===== src/rtl/score_bcd_display_if.sv =====
// Game-control / display bundle for the BCD score display.
interface score_bcd_display_if #(
  parameter int unsigned DIGITS = 4
);
  logic                  Add_pulse;
  logic [3:0]            Add_value;
  logic                  Clear;
  logic                  Show_high;
  logic                  Busy;
  logic                  Overflow;
  logic [4*DIGITS-1:0]   Points;
  logic [4*DIGITS-1:0]   High_score;
  logic [7:0]            Smg_duan;
  logic [DIGITS-1:0]     Smg_we;

  modport master (
    output Add_pulse, Add_value, Clear, Show_high,
    input  Busy, Overflow, Points, High_score, Smg_duan, Smg_we
  );

  modport slave (
    input  Add_pulse, Add_value, Clear, Show_high,
    output Busy, Overflow, Points, High_score, Smg_duan, Smg_we
  );
endinterface


===== src/rtl/score_bcd_display.sv =====
// DIGITS-wide BCD score keeper with high score, sticky overflow and a
// multiplexed common-anode 7-segment driver with leading-zero blanking.
module score_bcd_display #(
  parameter int unsigned DIGITS      = 4,
  parameter int unsigned SCAN_CYCLES = 50000,
  parameter int unsigned BLANK_LZ    = 1
) (
  input  logic                 Clk_50mhz,
  input  logic                 Rst,
  score_bcd_display_if.slave   bus
);

  localparam int unsigned W  = 4 * DIGITS;
  localparam int unsigned CW = $clog2(SCAN_CYCLES);
  localparam int unsigned IW = $clog2(DIGITS);

  typedef enum logic [1:0] {
    S_IDLE = 2'd0,
    S_ADD  = 2'd1,
    S_CMP  = 2'd2
  } state_t;

  state_t          state_q, state_d;
  logic            add_pulse_q;
  logic [W-1:0]    work_q, work_d;
  logic [3:0]      carry_q, carry_d;
  logic [IW-1:0]   idx_q, idx_d;
  logic            pend_valid_q, pend_valid_d;
  logic [3:0]      pend_val_q, pend_val_d;
  logic [W-1:0]    points_q, points_d;
  logic [W-1:0]    high_q, high_d;
  logic            ovf_q, ovf_d;
  logic [CW-1:0]   scan_q, scan_d;
  logic [IW-1:0]   dig_q, dig_d;
  logic [DIGITS-1:0] we_q, we_d;
  logic [7:0]      duan_q, duan_d;

  logic            add_edge;
  logic            val_ok;
  logic [3:0]      cur_digit;
  logic [4:0]      sum;
  logic [W-1:0]    new_pts;
  logic [W-1:0]    view;
  logic [DIGITS-1:0] blank;
  logic            zero_above;

  function automatic logic [7:0] seg7(input logic [3:0] d);
    logic [7:0] s;
    case (d)
      4'd0:    s = 8'hC0;
      4'd1:    s = 8'hF9;
      4'd2:    s = 8'hA4;
      4'd3:    s = 8'hB0;
      4'd4:    s = 8'h99;
      4'd5:    s = 8'h92;
      4'd6:    s = 8'h82;
      4'd7:    s = 8'hF8;
      4'd8:    s = 8'h80;
      4'd9:    s = 8'h90;
      default: s = 8'hBF;
    endcase
    return s;
  endfunction

  assign add_edge  = bus.Add_pulse & ~add_pulse_q;
  assign val_ok    = (bus.Add_value != 4'd0) && (bus.Add_value <= 4'd9);
  assign cur_digit = work_q[{idx_q, 2'b00} +: 4];

  // Add/commit FSM next-state: Clear wins, pending slot is served before new edges.
  always_comb begin
    state_d      = state_q;
    work_d       = work_q;
    carry_d      = carry_q;
    idx_d        = idx_q;
    pend_valid_d = pend_valid_q;
    pend_val_d   = pend_val_q;
    points_d     = points_q;
    high_d       = high_q;
    ovf_d        = ovf_q;
    sum          = '0;
    new_pts      = '0;
    if (bus.Clear) begin
      state_d      = S_IDLE;
      pend_valid_d = 1'b0;
      points_d     = '0;
      ovf_d        = 1'b0;
    end else begin
      case (state_q)
        S_IDLE: begin
          if (pend_valid_q) begin
            work_d       = points_q;
            carry_d      = pend_val_q;
            idx_d        = '0;
            state_d      = S_ADD;
            // The slot frees up this clock, so a coincident edge refills it.
            pend_valid_d = add_edge && val_ok;
            pend_val_d   = bus.Add_value;
          end else if (add_edge && val_ok) begin
            work_d  = points_q;
            carry_d = bus.Add_value;
            idx_d   = '0;
            state_d = S_ADD;
          end
        end
        S_ADD: begin
          sum = {1'b0, cur_digit} + {1'b0, carry_q};
          if (sum > 5'd9) begin
            work_d[{idx_q, 2'b00} +: 4] = 4'(sum - 5'd10);
            carry_d = 4'd1;
          end else begin
            work_d[{idx_q, 2'b00} +: 4] = sum[3:0];
            carry_d = 4'd0;
          end
          if (idx_q == IW'(DIGITS - 1)) begin
            state_d = S_CMP;
          end else begin
            idx_d = idx_q + 1'b1;
          end
          if (add_edge && val_ok && !pend_valid_q) begin
            pend_valid_d = 1'b1;
            pend_val_d   = bus.Add_value;
          end
        end
        S_CMP: begin
          if (carry_q != 4'd0) begin
            new_pts = {DIGITS{4'h9}};
            ovf_d   = 1'b1;
          end else begin
            new_pts = work_q;
          end
          points_d = new_pts;
          // Packed BCD with valid digits orders the same as plain binary.
          if (new_pts > high_q) high_d = new_pts;
          state_d = S_IDLE;
          if (add_edge && val_ok && !pend_valid_q) begin
            pend_valid_d = 1'b1;
            pend_val_d   = bus.Add_value;
          end
        end
        default: state_d = S_IDLE;
      endcase
    end
  end

  // Scan counter, digit index and registered segment/enable outputs.
  always_comb begin
    scan_d     = scan_q;
    dig_d      = dig_q;
    we_d       = we_q;
    duan_d     = duan_q;
    view       = bus.Show_high ? high_q : points_q;
    blank      = '0;
    zero_above = 1'b1;
    for (int unsigned j = 0; j < DIGITS - 1; j++) begin
      zero_above = zero_above & (view[4*(DIGITS-1-j) +: 4] == 4'd0);
      blank[DIGITS-1-j] = (BLANK_LZ != 0) && zero_above;
    end
    if (scan_q == CW'(SCAN_CYCLES - 1)) begin
      scan_d = '0;
      dig_d  = (dig_q == IW'(DIGITS - 1)) ? '0 : dig_q + 1'b1;
      we_d   = '1;
      we_d[dig_d] = 1'b0;
      duan_d = blank[dig_d] ? 8'hFF : seg7(view[{dig_d, 2'b00} +: 4]);
    end else begin
      scan_d = scan_q + 1'b1;
    end
  end

  // State registers.
  always_ff @(posedge Clk_50mhz or posedge Rst) begin
    if (Rst) begin
      state_q      <= S_IDLE;
      add_pulse_q  <= 1'b0;
      work_q       <= '0;
      carry_q      <= '0;
      idx_q        <= '0;
      pend_valid_q <= 1'b0;
      pend_val_q   <= '0;
      points_q     <= '0;
      high_q       <= '0;
      ovf_q        <= 1'b0;
      scan_q       <= '0;
      dig_q        <= '0;
      we_q         <= '1;
      duan_q       <= 8'hFF;
    end else begin
      state_q      <= state_d;
      add_pulse_q  <= bus.Add_pulse;
      work_q       <= work_d;
      carry_q      <= carry_d;
      idx_q        <= idx_d;
      pend_valid_q <= pend_valid_d;
      pend_val_q   <= pend_val_d;
      points_q     <= points_d;
      high_q       <= high_d;
      ovf_q        <= ovf_d;
      scan_q       <= scan_d;
      dig_q        <= dig_d;
      we_q         <= we_d;
      duan_q       <= duan_d;
    end
  end

  assign bus.Busy       = (state_q != S_IDLE);
  assign bus.Overflow   = ovf_q;
  assign bus.Points     = points_q;
  assign bus.High_score = high_q;
  assign bus.Smg_duan   = duan_q;
  assign bus.Smg_we     = we_q;

endmodule


===== src/flat_wrapper.sv =====
// flat-port wrapper written by rule: the top's interface ports become plain ports
module score_bcd_display_flat 
#(
  parameter int unsigned DIGITS      = 4,
  parameter int unsigned SCAN_CYCLES = 50000,
  parameter int unsigned BLANK_LZ    = 1
)
  (Clk_50mhz, Rst, bus_Add_pulse, bus_Add_value, bus_Clear, bus_Show_high, bus_Busy, bus_Overflow, bus_Points, bus_High_score, bus_Smg_duan, bus_Smg_we);
  score_bcd_display_if #(.DIGITS(DIGITS)) bus_i ();
  input  logic Clk_50mhz;
  input  logic Rst;
  input wire logic [$bits(bus_i.Add_pulse)-1:0] bus_Add_pulse;
  input wire logic [$bits(bus_i.Add_value)-1:0] bus_Add_value;
  input wire logic [$bits(bus_i.Clear)-1:0] bus_Clear;
  input wire logic [$bits(bus_i.Show_high)-1:0] bus_Show_high;
  output wire logic [$bits(bus_i.Busy)-1:0] bus_Busy;
  output wire logic [$bits(bus_i.Overflow)-1:0] bus_Overflow;
  output wire logic [$bits(bus_i.Points)-1:0] bus_Points;
  output wire logic [$bits(bus_i.High_score)-1:0] bus_High_score;
  output wire logic [$bits(bus_i.Smg_duan)-1:0] bus_Smg_duan;
  output wire logic [$bits(bus_i.Smg_we)-1:0] bus_Smg_we;
  assign bus_i.Add_pulse = bus_Add_pulse;
  assign bus_i.Add_value = bus_Add_value;
  assign bus_i.Clear = bus_Clear;
  assign bus_i.Show_high = bus_Show_high;
  assign bus_Busy = bus_i.Busy;
  assign bus_Overflow = bus_i.Overflow;
  assign bus_Points = bus_i.Points;
  assign bus_High_score = bus_i.High_score;
  assign bus_Smg_duan = bus_i.Smg_duan;
  assign bus_Smg_we = bus_i.Smg_we;
  score_bcd_display #(.DIGITS(DIGITS), .SCAN_CYCLES(SCAN_CYCLES), .BLANK_LZ(BLANK_LZ)) u_core (.Clk_50mhz(Clk_50mhz), .Rst(Rst), .bus(bus_i));
endmodule

===== config.mk =====
export PLATFORM = sky130hd
export DESIGN_NAME = score_bcd_display_flat
export DESIGN_NICKNAME = d
export VERILOG_FILES = /design/src/rtl/score_bcd_display_if.sv /design/src/rtl/score_bcd_display.sv /design/src/flat_wrapper.sv
export SDC_FILE = /design/constraint.sdc
export NUM_CORES = 1
export LEC_CHECK = 0
export BUFFER_PORTS_ARGS = -buffer_cell sky130_fd_sc_hd__buf_2
export CAP_MARGIN = 15
export CORE_MARGIN = 3
export CORE_UTILIZATION = 45
export CTS_BUF_LIST = sky130_fd_sc_hd__clkbuf_4 sky130_fd_sc_hd__clkbuf_8 sky130_fd_sc_hd__clkbuf_16
export DETAILED_ROUTE_END_ITERATION = 8
export PLACE_DENSITY = 0.66
export SKIP_LAST_GASP = 1
export SYNTH_ARGS = -nofsm -noshare
export SYNTH_HDL_FRONTEND = slang
export SYNTH_SLANG_ARGS = --single-unit

===== constraint.sdc =====
create_clock -name Clk_50mhz -period 3.8 [get_ports Clk_50mhz]
set_input_delay 0.76 -clock Clk_50mhz [delete_from_list [all_inputs] [get_ports Clk_50mhz]]
set_output_delay 0.76 -clock Clk_50mhz [all_outputs]
set_load 0.05 [all_outputs]

Yosys cells after proc, flatten, opt, wreduce, memory -nomap -nowiden
Memory sizes are Yosys's and may differ from the RTL's.
Cells that the tools add are included.
{"block": "op_classes", "n_addsub": 6, "order_cmp": 5, "n_eq_ne": 12, "n_shift": 5, "mux": 42, "bitwise": 6, "n_reduce_logical": 25}
{"op": "$mux 16", "n": 10}
{"op": "$bwmux 16", "n": 2}
{"op": "$pmux 16 s2", "n": 1}
{"op": "$shiftx 16x5->4", "n": 2}
{"op": "$shiftx 4x6->16", "n": 2}
{"op": "$add 16x1->16 const B", "n": 1}
{"op": "$eq 16x16->1 const B", "n": 1}
{"op": "$gt 16x16->1", "n": 1}
{"op": "$mux 2", "n": 8}
{"op": "$mux 4", "n": 4}
{"op": "$pmux 4 s2", "n": 2}
{"op": "$shift 4x6->16 const A", "n": 1}
{"op": "$logic_not 4->1", "n": 3}
{"op": "$reduce_bool 2->1", "n": 5}
{"op": "$mux 1", "n": 9}
{"op": "$mux 8", "n": 1}
{"op": "$pmux 2 s2", "n": 2}
{"op": "$reduce_and 4->1", "n": 2}
{"op": "$reduce_bool 4->1", "n": 2}
{"op": "$eq 2x2->1 const B", "n": 3}
{"op": "$ne 3x1->1 const B", "n": 2}
{"op": "$neg 4->6", "n": 1}
{"op": "$reduce_and 2->1", "n": 3}
{"op": "$reduce_and 3->1", "n": 2}
{"op": "23 further kinds", "n": 31}
{"block": "word_totals", "reg_bits": 93, "romBits": 112, "input_bits": 9, "elab_cells": 116, "n_memories": 1}
{"name": "(name not given)", "words": 16, "width": 7, "read_ports": 1, "rd_clocked_by_memory_dff": 0, "wr": 0, "line": "score_bcd_display.sv:49", "text": "case (d)"}

Depth between registers and ports, before layout
Gate-level depths: netlist of the first run.
{"block": "logic_depth", "ltp_word": 7, "ltp_mapped": 13, "depth_no_buf": 11}

Worst setup path after synthesis of the first run
No wires, ideal clock.
{"block": "synth_path", "kind": "flip-flop to flip-flop", "start": "reg u_core.carry_q[1]", "end": "reg u_core.high_q[14] (netlist: u_core.bus.High_score[14])", "t_arrival_ps": 3195, "t_required_ps": 3675, "slack_ps": 480, "path_stages_with_launch": 14, "n_path_buf": 3, "period_less_slack_ps": 3320, "path_cell_list": "dfrtp_1 > or4_4 > clkbuf_1 > nor2_1 > inv_1 > ha_1 > nand4_1 > nor4_1 > o211ai_1 > o31a_1 > o21a_1 > buf_6 > buf_6 > mux2_4"}
{"block": "synth_between", "elab_chain_len": 6}
{"item": "start, declared", "line": "score_bcd_display.sv:26", "text": "logic [3:0] carry_q, carry_d;"}
{"item": "start signal, assigned", "line": "score_bcd_display.sv:190", "text": "carry_q <= carry_d;"}
{"item": "$reduce_bool 4->1 (*)", "line": "score_bcd_display.sv:125", "text": "if (carry_q != 4'd0) begin"}
{"item": "$mux 16 (*)", "line": "score_bcd_display.sv:125"}
{"item": "$mux 16 (*)", "line": "score_bcd_display.sv:88", "text": "case (state_q)"}
{"item": "$mux 16 (*)", "line": "score_bcd_display.sv:82", "text": "if (bus.Clear) begin"}
{"item": "$gt 16x16->1", "line": "score_bcd_display.sv:133", "text": "if (new_pts > high_q) high_d = new_pts;"}
{"item": "$reduce_and 3->1 (no line)"}
{"item": "end signal, assigned", "line": "score_bcd_display.sv:195", "text": "high_q <= high_d;"}
{"item": "end, declared", "line": "score_bcd_display.sv:31", "text": "logic [W-1:0] high_q, high_d;"}
Every way passes the cells marked *; elsewhere a longest branch is shown, timed or not. The select of a mux whose other input is x is not followed.
A chain may end at the register's enable or synchronous reset.

Worst setup path in the final report of the first run
{"block": "layout_path", "start": "reg u_core.idx_q[0]", "end": "reg u_core.work_q[6]"}
{"block": "layout_between", "elab_chain_len": 7}
{"item": "start, declared", "line": "score_bcd_display.sv:27", "text": "logic [IW-1:0] idx_q, idx_d;"}
{"item": "start signal, assigned", "line": "score_bcd_display.sv:191", "text": "idx_q <= idx_d;"}
{"item": "$shiftx 16x5->4", "line": "score_bcd_display.sv:67", "text": "assign cur_digit = work_q[{idx_q, 2'b00} +: 4];"}
{"item": "$add 4x4->5", "line": "score_bcd_display.sv:106", "text": "sum = {1'b0, cur_digit} + {1'b0, carry_q};"}
{"item": "$sub 4x4->4", "line": "score_bcd_display.sv:108", "text": "work_d[{idx_q, 2'b00} +: 4] = 4'(sum - 5'd10);"}
{"item": "$shiftx 4x6->16", "line": "score_bcd_display.sv:108"}
{"item": "$bwmux 16", "line": "score_bcd_display.sv:108"}
{"item": "$mux 16 (*)", "line": "score_bcd_display.sv:107", "text": "if (sum > 5'd9) begin"}
{"item": "$pmux 16 s2 (*)", "line": "score_bcd_display.sv:88"}
{"item": "end signal, assigned", "line": "score_bcd_display.sv:189", "text": "work_q <= work_d;"}
{"item": "end, declared", "line": "score_bcd_display.sv:25", "text": "logic [W-1:0] work_q, work_d;"}
Every way passes the cells marked *; elsewhere a longest branch is shown, timed or not.

==> summary.txt, run 1 <==
Place
  – Inst Count DP: 724
  – DP HPWL: 10250 µm
  – I/O Buffers: 53
  – GPL Wtd Cong: 0.9673

Logic synthesis
  – Ys flop type: dfrtp_1
  – Most common cell in the synthesized netlist: dfrtp_1
  – Post-Syn Area per Cell: 10.17 µm²
  – Yosys reg bits: 92
  – Top post-synthesis cells by area: dfrtp_1 37%, ha_1 8.9%, mux2i_1 6.7%
  – Top post-synthesis cells by count: 81 x dfrtp_1, 54 x nor2_1, 43 x inv_1
  – Sequential share of the synthesized area: 0.4211
  – Synth Net Count: 590
  – Synth warn: 0
  – Synthesized netlist cell count: 541
  – Number of enable flip-flop cells after synthesis: 0
  – Post-synth ARST share: 1.000
  – Synth top area share: 0.3685
  – Mapped cell area: 5500 µm²
  – Unique masters post-synth: 58
  – Dominant cell type by area after synthesis: dfrtp_1

Floorplanning
  – IO Pins: 55
  – Die area: 13590 µm²
  – Starting Density: 0.4716
  – Die X: 116.6 µm
  – Die Span Y: 116.6 µm
  – Core footprint: 11660 µm²
  – # rows: 39

Clock tree
  – Post-CTS Setup Bufs: 0
  – CTS clock-pin slew for the worst setup and hold paths: 0.06 ns
  – Sink Count: 92
  – Hold buffers post-CTS: 0
  – H-Tree Depth: 3
  – Num CTS Buffers: 9
  – CTS tree: done
  – Clock Tree Root: clkbuf_16
  – Longest Clk Path Bufs: 2
  – Clk_lat worst skew: 0.35 ns

Pwr
  – Power, Total: 3950 µW
  – PD cells: 638.7 nW/µm²
  – P_leak: 0.002902 µW
  – Worst vdd rail ir drop: 0.4358 mV

Setup path
  – CP arrival: 3.69 ns
  – Startpoint types: flop
  – Critical-path cell list: mux4_2 -> fa_1 -> xnor2_1 -> ha_1 -> nor2b_1 -> a31oi_1 -> a21oi_1 -> mux2_2 -> o21ai_0
  – CP peak stage delay: 0.62 ns
  – Worst-path fanout max: 9
  – CP endpoint kind: flop
  – Crit Path Category: flop to flop
  – Critical Path RT: 4.06 ns
  – CP max stage cell: mux4_2

GRT
  – Vias in the first global route: 4180
  – Pin count of the biggest net entering global routing: 43
  – Antenna violations before repair: 0
  – First-pass GRT wire length: 22290 µm
  – GRT Util Overall: 0.2142
  – GRT overflow: 0

Cells and area
  – Nets: 641
  – Fillers: 1047
  – Fraction of layout cells with a size suffix above 1: 0.2077
  – Fin cells: 740
  – # diodes: 0
  – Area grow syn2layout: 12.42%
  – Fin util: 0.5302

Route
  – First DRT Iteration DRCs: 328
  – Via/cell ratio: 5.699
  – Routed WL: 13800 µm
  – Routed Antenna Nets: 0
  – Detailed-route via count: 4217
  – 1st-pass router iterations: 5
  – Drt drc: 0
  – Wire length per cell: 18.65 µm

STA
  – Setup_tns: 0 ns
  – Period utilisation layout: 0.9010
  – Final slew viol count: 0
  – Hold Slack: 0.4796 ns
  – Final Hold Vio Count: 0
  – Finish-stage setup viols: 0
  – Worst-Margin Slew: 0.8241 ns
  – Fin crit period: 3.424 ns
  – Fmax: 0.2921 GHz
  – Clk_skew: 0.009978 ns
  – Rel. slew slack: 0.4349
  – RSZ-0062 raised after global routing: false

Min path
  – Worst hold path class: flop to flop

Outcome
  – Outcome: finished clean

Job
  – Number of max-cap violations: 0
## routing by layer
layer  global-route usage  share of wire  up-vias
met5                    0              0        -
met1               0.2888           0.45     2077
met4              0.05810          0.016        0
li1                     -              -     1990
met3              0.06373          0.060       18
met2               0.3387           0.48      132
## power breakdown
part / total [µW] / switching [µW] / internal (µW)
Clock: 841 / 372 / 469
Sequential: 1330 / 193 / 1140
Combinational: 1780 / 1110 / 665
## metrics by stage
step | setup slack [ns] | instance area [µm²]
finish | 0.3761 | 6183
global route | 0.1190 | 6183
CTS | 0.2957 | 6182
detailed placement | 0.3040 | 5913
global placement | 0.4059 | 5913
floorplan | 0.4796 | 5500
## cells by family after synthesis
group,count (synthesis),synth area share
xor+xnor,17,0.02707
mux,62,0.1424
buf+inv,66,0.04891
other cells,1,0.0006818
compound gates,98,0.1156
flops,92,0.4211
fa+ha+maj,41,0.09418
simple gates,164,0.1501
## final timing paths
path	from	to	slack, ns	cells after the start
max in group asynchronous	Rst	u_core.bus.Points[1]	2.45	3
min in group asynchronous	Rst	u_core.scan_q[14]	0.51	2
worst min register to register	u_core.bus.Smg_we[0]	u_core.bus.Smg_we[0]	0.48	2
worst max register to register	u_core.idx_q[0]	u_core.work_q[6]	0.38	9
worst min-delay path	u_core.bus.Smg_we[0]	u_core.bus.Smg_we[0]	0.48	2
worst max-delay path	u_core.idx_q[0]	u_core.work_q[6]	0.38	9
## final cells by class
type / instances / area (µm²) / area share
multi-input cells: 383 / 2917 / 0.4717
flip-flops and latches: 92 / 2316 / 0.3745
repair buffers: 63 / 340.3 / 0.05504
clock buffers: 13 / 255.2 / 0.04128
well taps: 143 / 178.9 / 0.02894
inverters: 43 / 162.7 / 0.02631
clock inverters: 3 / 13.76 / 0.002226
## critical path: cells and delay by family (launching register included)
kind / cells / cell delay (ns)
multiplexers: 2 / 1.04
adder cells (fa/ha/maj): 2 / 0.69
flip-flops: 1 / 0.61
AO/OA/AOI/OAI: 3 / 0.60
XOR/XNOR: 1 / 0.27
AND/OR/NAND/NOR: 1 / 0.14
## layout by cell type (no fill, tap or decap), types with 9 or more instances in the layout
cell type	instances
dfstp_2	11
dfrtp_1	81
inv_1	42
clkbuf_16	9
mux2i_1	37
a211oi_1	11
nor2_1	54
nor2b_1	19
nand3_1	9
buf_2	53
buf_4	10
ha_1	39
a21oi_1	23
nand2b_1	10
o21ai_0	23
nand2_1	32
xnor2_1	10
mux4_2	11
mux2_2	11
## timing repair
| item | 4_1_cts | 5_1_grt |
|---|---|---|
| resized for setup | 0 | 1 |
| endpoints found under the setup margin | 0 | 8 |
| endpoints found under the hold margin | 0 | 0 |
## sequential cells by signal, indices dropped and copies added (netlist names)
register               flops
u_core.pend_val_q          4
u_core.bus.High_score     16
u_core.dig_q               2
u_core.pend_valid_q        1
u_core.idx_q               2
u_core.add_pulse_q         1
u_core.bus.Smg_duan        7
u_core.work_q             16
u_core.bus.Smg_we          4
u_core.bus.Overflow        1
u_core.state_q             2
u_core.scan_q             16
u_core.carry_q             4
u_core.bus.Points         16
Power figures use the tool's default switching activity.
==> run 2, diff against run 1 <==
--- a/config.mk
+++ b/config.mk
@@ -12,6 +12,7 @@
 export CTS_BUF_LIST = sky130_fd_sc_hd__clkbuf_4 sky130_fd_sc_hd__clkbuf_8 sky130_fd_sc_hd__clkbuf_16
 export DETAILED_ROUTE_END_ITERATION = 8
 export PLACE_DENSITY = 0.66
+export REMOVE_ABC_BUFFERS = 1
 export SKIP_LAST_GASP = 1
 export SYNTH_ARGS = -nofsm -noshare
 export SYNTH_HDL_FRONTEND = slang
==> summary.txt, run 2 (same netlist as run 1, synthesis figures left out) <==
Outcome
  – Outcome: finished clean

Route
  – Wire length per cell: 17.56 µm (-5.9%)
  – Routed Antenna Nets: 0 (unchanged)
  – Drt drc: 0 (unchanged)
  – Detailed-route via count: 4158 (-1.4%)
  – First DRT Iteration DRCs: 234 (-29%)
  – Routed WL: 12920 µm (-6.4%)
  – 1st-pass router iterations: 4 (-1)
  – Via/cell ratio: 5.649 (-0.86%)

STA
  – Clk_skew: 0.008801 ns (-0.001177 ns)
  – Final Hold Vio Count: 0 (unchanged)
  – Rel. slew slack: 0.4063 (-0.02864)
  – RSZ-0062 raised after global routing: false
  – Worst-Margin Slew: 0.8906 ns (+0.06653 ns)
  – Fin crit period: 3.493 ns (+0.06883 ns)
  – Finish-stage setup viols: 0 (unchanged)
  – Fmax: 0.2863 GHz (-2.0%)
  – Period utilisation layout: 0.9192 (+0.01811)
  – Setup_tns: 0 ns (unchanged)
  – Hold Slack: 0.4769 ns (-0.002664 ns)
  – Final slew viol count: 0 (unchanged)

Clock tree
  – Num CTS Buffers: 9 (unchanged)
  – Sink Count: 92 (unchanged)
  – Longest Clk Path Bufs: 2 (unchanged)
  – H-Tree Depth: 3 (unchanged)
  – Clock Tree Root: clkbuf_16
  – CTS tree: done
  – CTS clock-pin slew for the worst setup and hold paths: 0.06 ns (about the same)
  – Post-CTS Setup Bufs: 0 (unchanged)
  – Clk_lat worst skew: 0.34 ns (about the same)

Pwr
  – PD cells: 645.9 nW/µm² (+1.1%)
  – Worst vdd rail ir drop: 0.5639 mV (+29%)
  – P_leak: 0.002900 µW (about the same)

Place
  – I/O Buffers: 53 (unchanged)
  – Inst Count DP: 720 (-0.55%)
  – GPL Wtd Cong: 0.8807 (-9.0%)
  – DP HPWL: 9773 µm (-4.6%)

Cells and area
  – Fillers: 1057 (+0.96%)
  – Most frequent cells in the layout: 80 x dfrtp_1, 54 x nor2_1, 53 x buf_2, 42 x inv_1, 39 x ha_1
  – Fin util: 0.5319 (+0.001716)
  – Commonest non-fill, non-tap cell in the layout: dfrtp_1
  – Fraction of layout cells with a size suffix above 1: 0.2057 (-0.001972)
  – Nets: 637 (-0.62%)
  – # diodes: 0 (unchanged)
  – Area grow syn2layout: 12.78%
  – Fin cells: 736 (-0.54%)

Floorplanning
  – Core footprint: 11660 µm² (unchanged)
  – Die Span Y: 116.6 µm (unchanged)
  – Starting Density: 0.4716 (unchanged)
  – Die X: 116.6 µm (unchanged)
  – Die area: 13590 µm² (unchanged)
  – IO Pins: 55 (unchanged)
  – # rows: 39 (unchanged)

Setup path
  – CP arrival: 3.72 ns (+0.03 ns)
  – CP max stage cell: or4_4
  – Critical Path RT: 4.03 ns (-0.03 ns)
  – Crit. path cell count: 10 (+1)
  – Startpoint types: flop
  – CP peak stage delay: 0.64 ns (+0.02 ns)
  – Buf/Inv on CP: 1 (+1)
  – CP endpoint kind: flop
  – Most common cell on crit path: nor2_1
  – Depth of the most critical reg-to-reg path: 10 (+1)
  – Critical-path cell list: or4_4 -> nor2_1 -> inv_1 -> ha_1 -> nand4_1 -> nor4_1 -> o211ai_1 -> nor2_1 -> o21a_2 -> mux2_2
  – Crit Path Category: flop to flop
  – CP top delay family: simple AND/OR/NAND/NOR gates
  – Worst-path fanout max: 16 (+7)

GRT
  – Vias in the first global route: 4126 (-1.3%)
  – Pin count of the biggest net entering global routing: 52 (+21%)
  – Antenna violations before repair: 0 (unchanged)
  – GRT overflow: 0 (unchanged)
  – First-pass GRT wire length: 21100 µm (-5.3%)
  – GRT Util Overall: 0.1991 (-0.01504)

Min path
  – Worst hold path class: flop to flop
  – Hold path depth: 2 (unchanged)

Job
  – Number of max-cap violations: 0 (unchanged)
[run 2: tightest hold or removal path, cell delays in order (launching register included)]
cell     delay, ns
dfstp_2       0.37
nand2_1       0.04
o21ai_0       0.06
[run 2: worst paths after layout]
kind	startpoint	endpoint	slack [ns]
worst max-delay path	u_core.carry_q[1]	u_core.bus.High_score[10]	0.31
worst min-delay path	u_core.bus.Smg_we[0]	u_core.bus.Smg_we[0]	0.48
worst max register to register	u_core.carry_q[1]	u_core.bus.High_score[10]	0.31
worst min register to register	u_core.bus.Smg_we[0]	u_core.bus.Smg_we[0]	0.48
max in group asynchronous	Rst	u_core.bus.Smg_duan[3]	2.41
min in group asynchronous	Rst	u_core.bus.Points[5]	0.56
[run 2: power by group]
group	total [µW]	internal, µW	switching (µW)
Sequential	1340	1140	203
Combinational	1720	649	1070
Clock	944	573	371
Total	4010	2360	1650
[run 2: layer usage]
layer	share of wire	vias up	global-route usage
met5	0	-	0
met4	0.014	0	0.05122
met3	0.050	15	0.05026
met2	0.46	105	0.3139
met1	0.47	2055	0.2763
li1	-	1983	-
[run 2: what timing repair did]
action | CTS | global route
hold endpoints to repair | 0 | 0
resized for setup | 0 | 2
hold buffers | 0 | 0
setup endpoints to repair | 0 | 9
[run 2: stage by stage]
step / total power, µW / instance area (µm²) / worst slack (ns)
after floorplan: 2602 / 5393 / 0.5232
after global placement: 3024 / 5883 / 0.1804
after detailed placement: 3076 / 5883 / 0.06276
after CTS: 4032 / 6201 / 0.04263
after global routing: 4282 / 6203 / 0.1218
final: 4007 / 6203 / 0.3072
[run 2: area by class of cell]
| cell class | count | area (µm²) | area share |
|---|---|---|---|
| Clock inverter | 3 | 43.79 | 0.007059 |
| Clock buffer | 13 | 274.0 | 0.04417 |
| Timing Repair Buffer | 59 | 310.3 | 0.05002 |
| Sequential cell | 92 | 2317 | 0.3735 |
| Multi-Input combinational cell | 383 | 2917 | 0.4701 |
| Tap cell | 143 | 178.9 | 0.02884 |
| Inverter | 43 | 162.7 | 0.02622 |
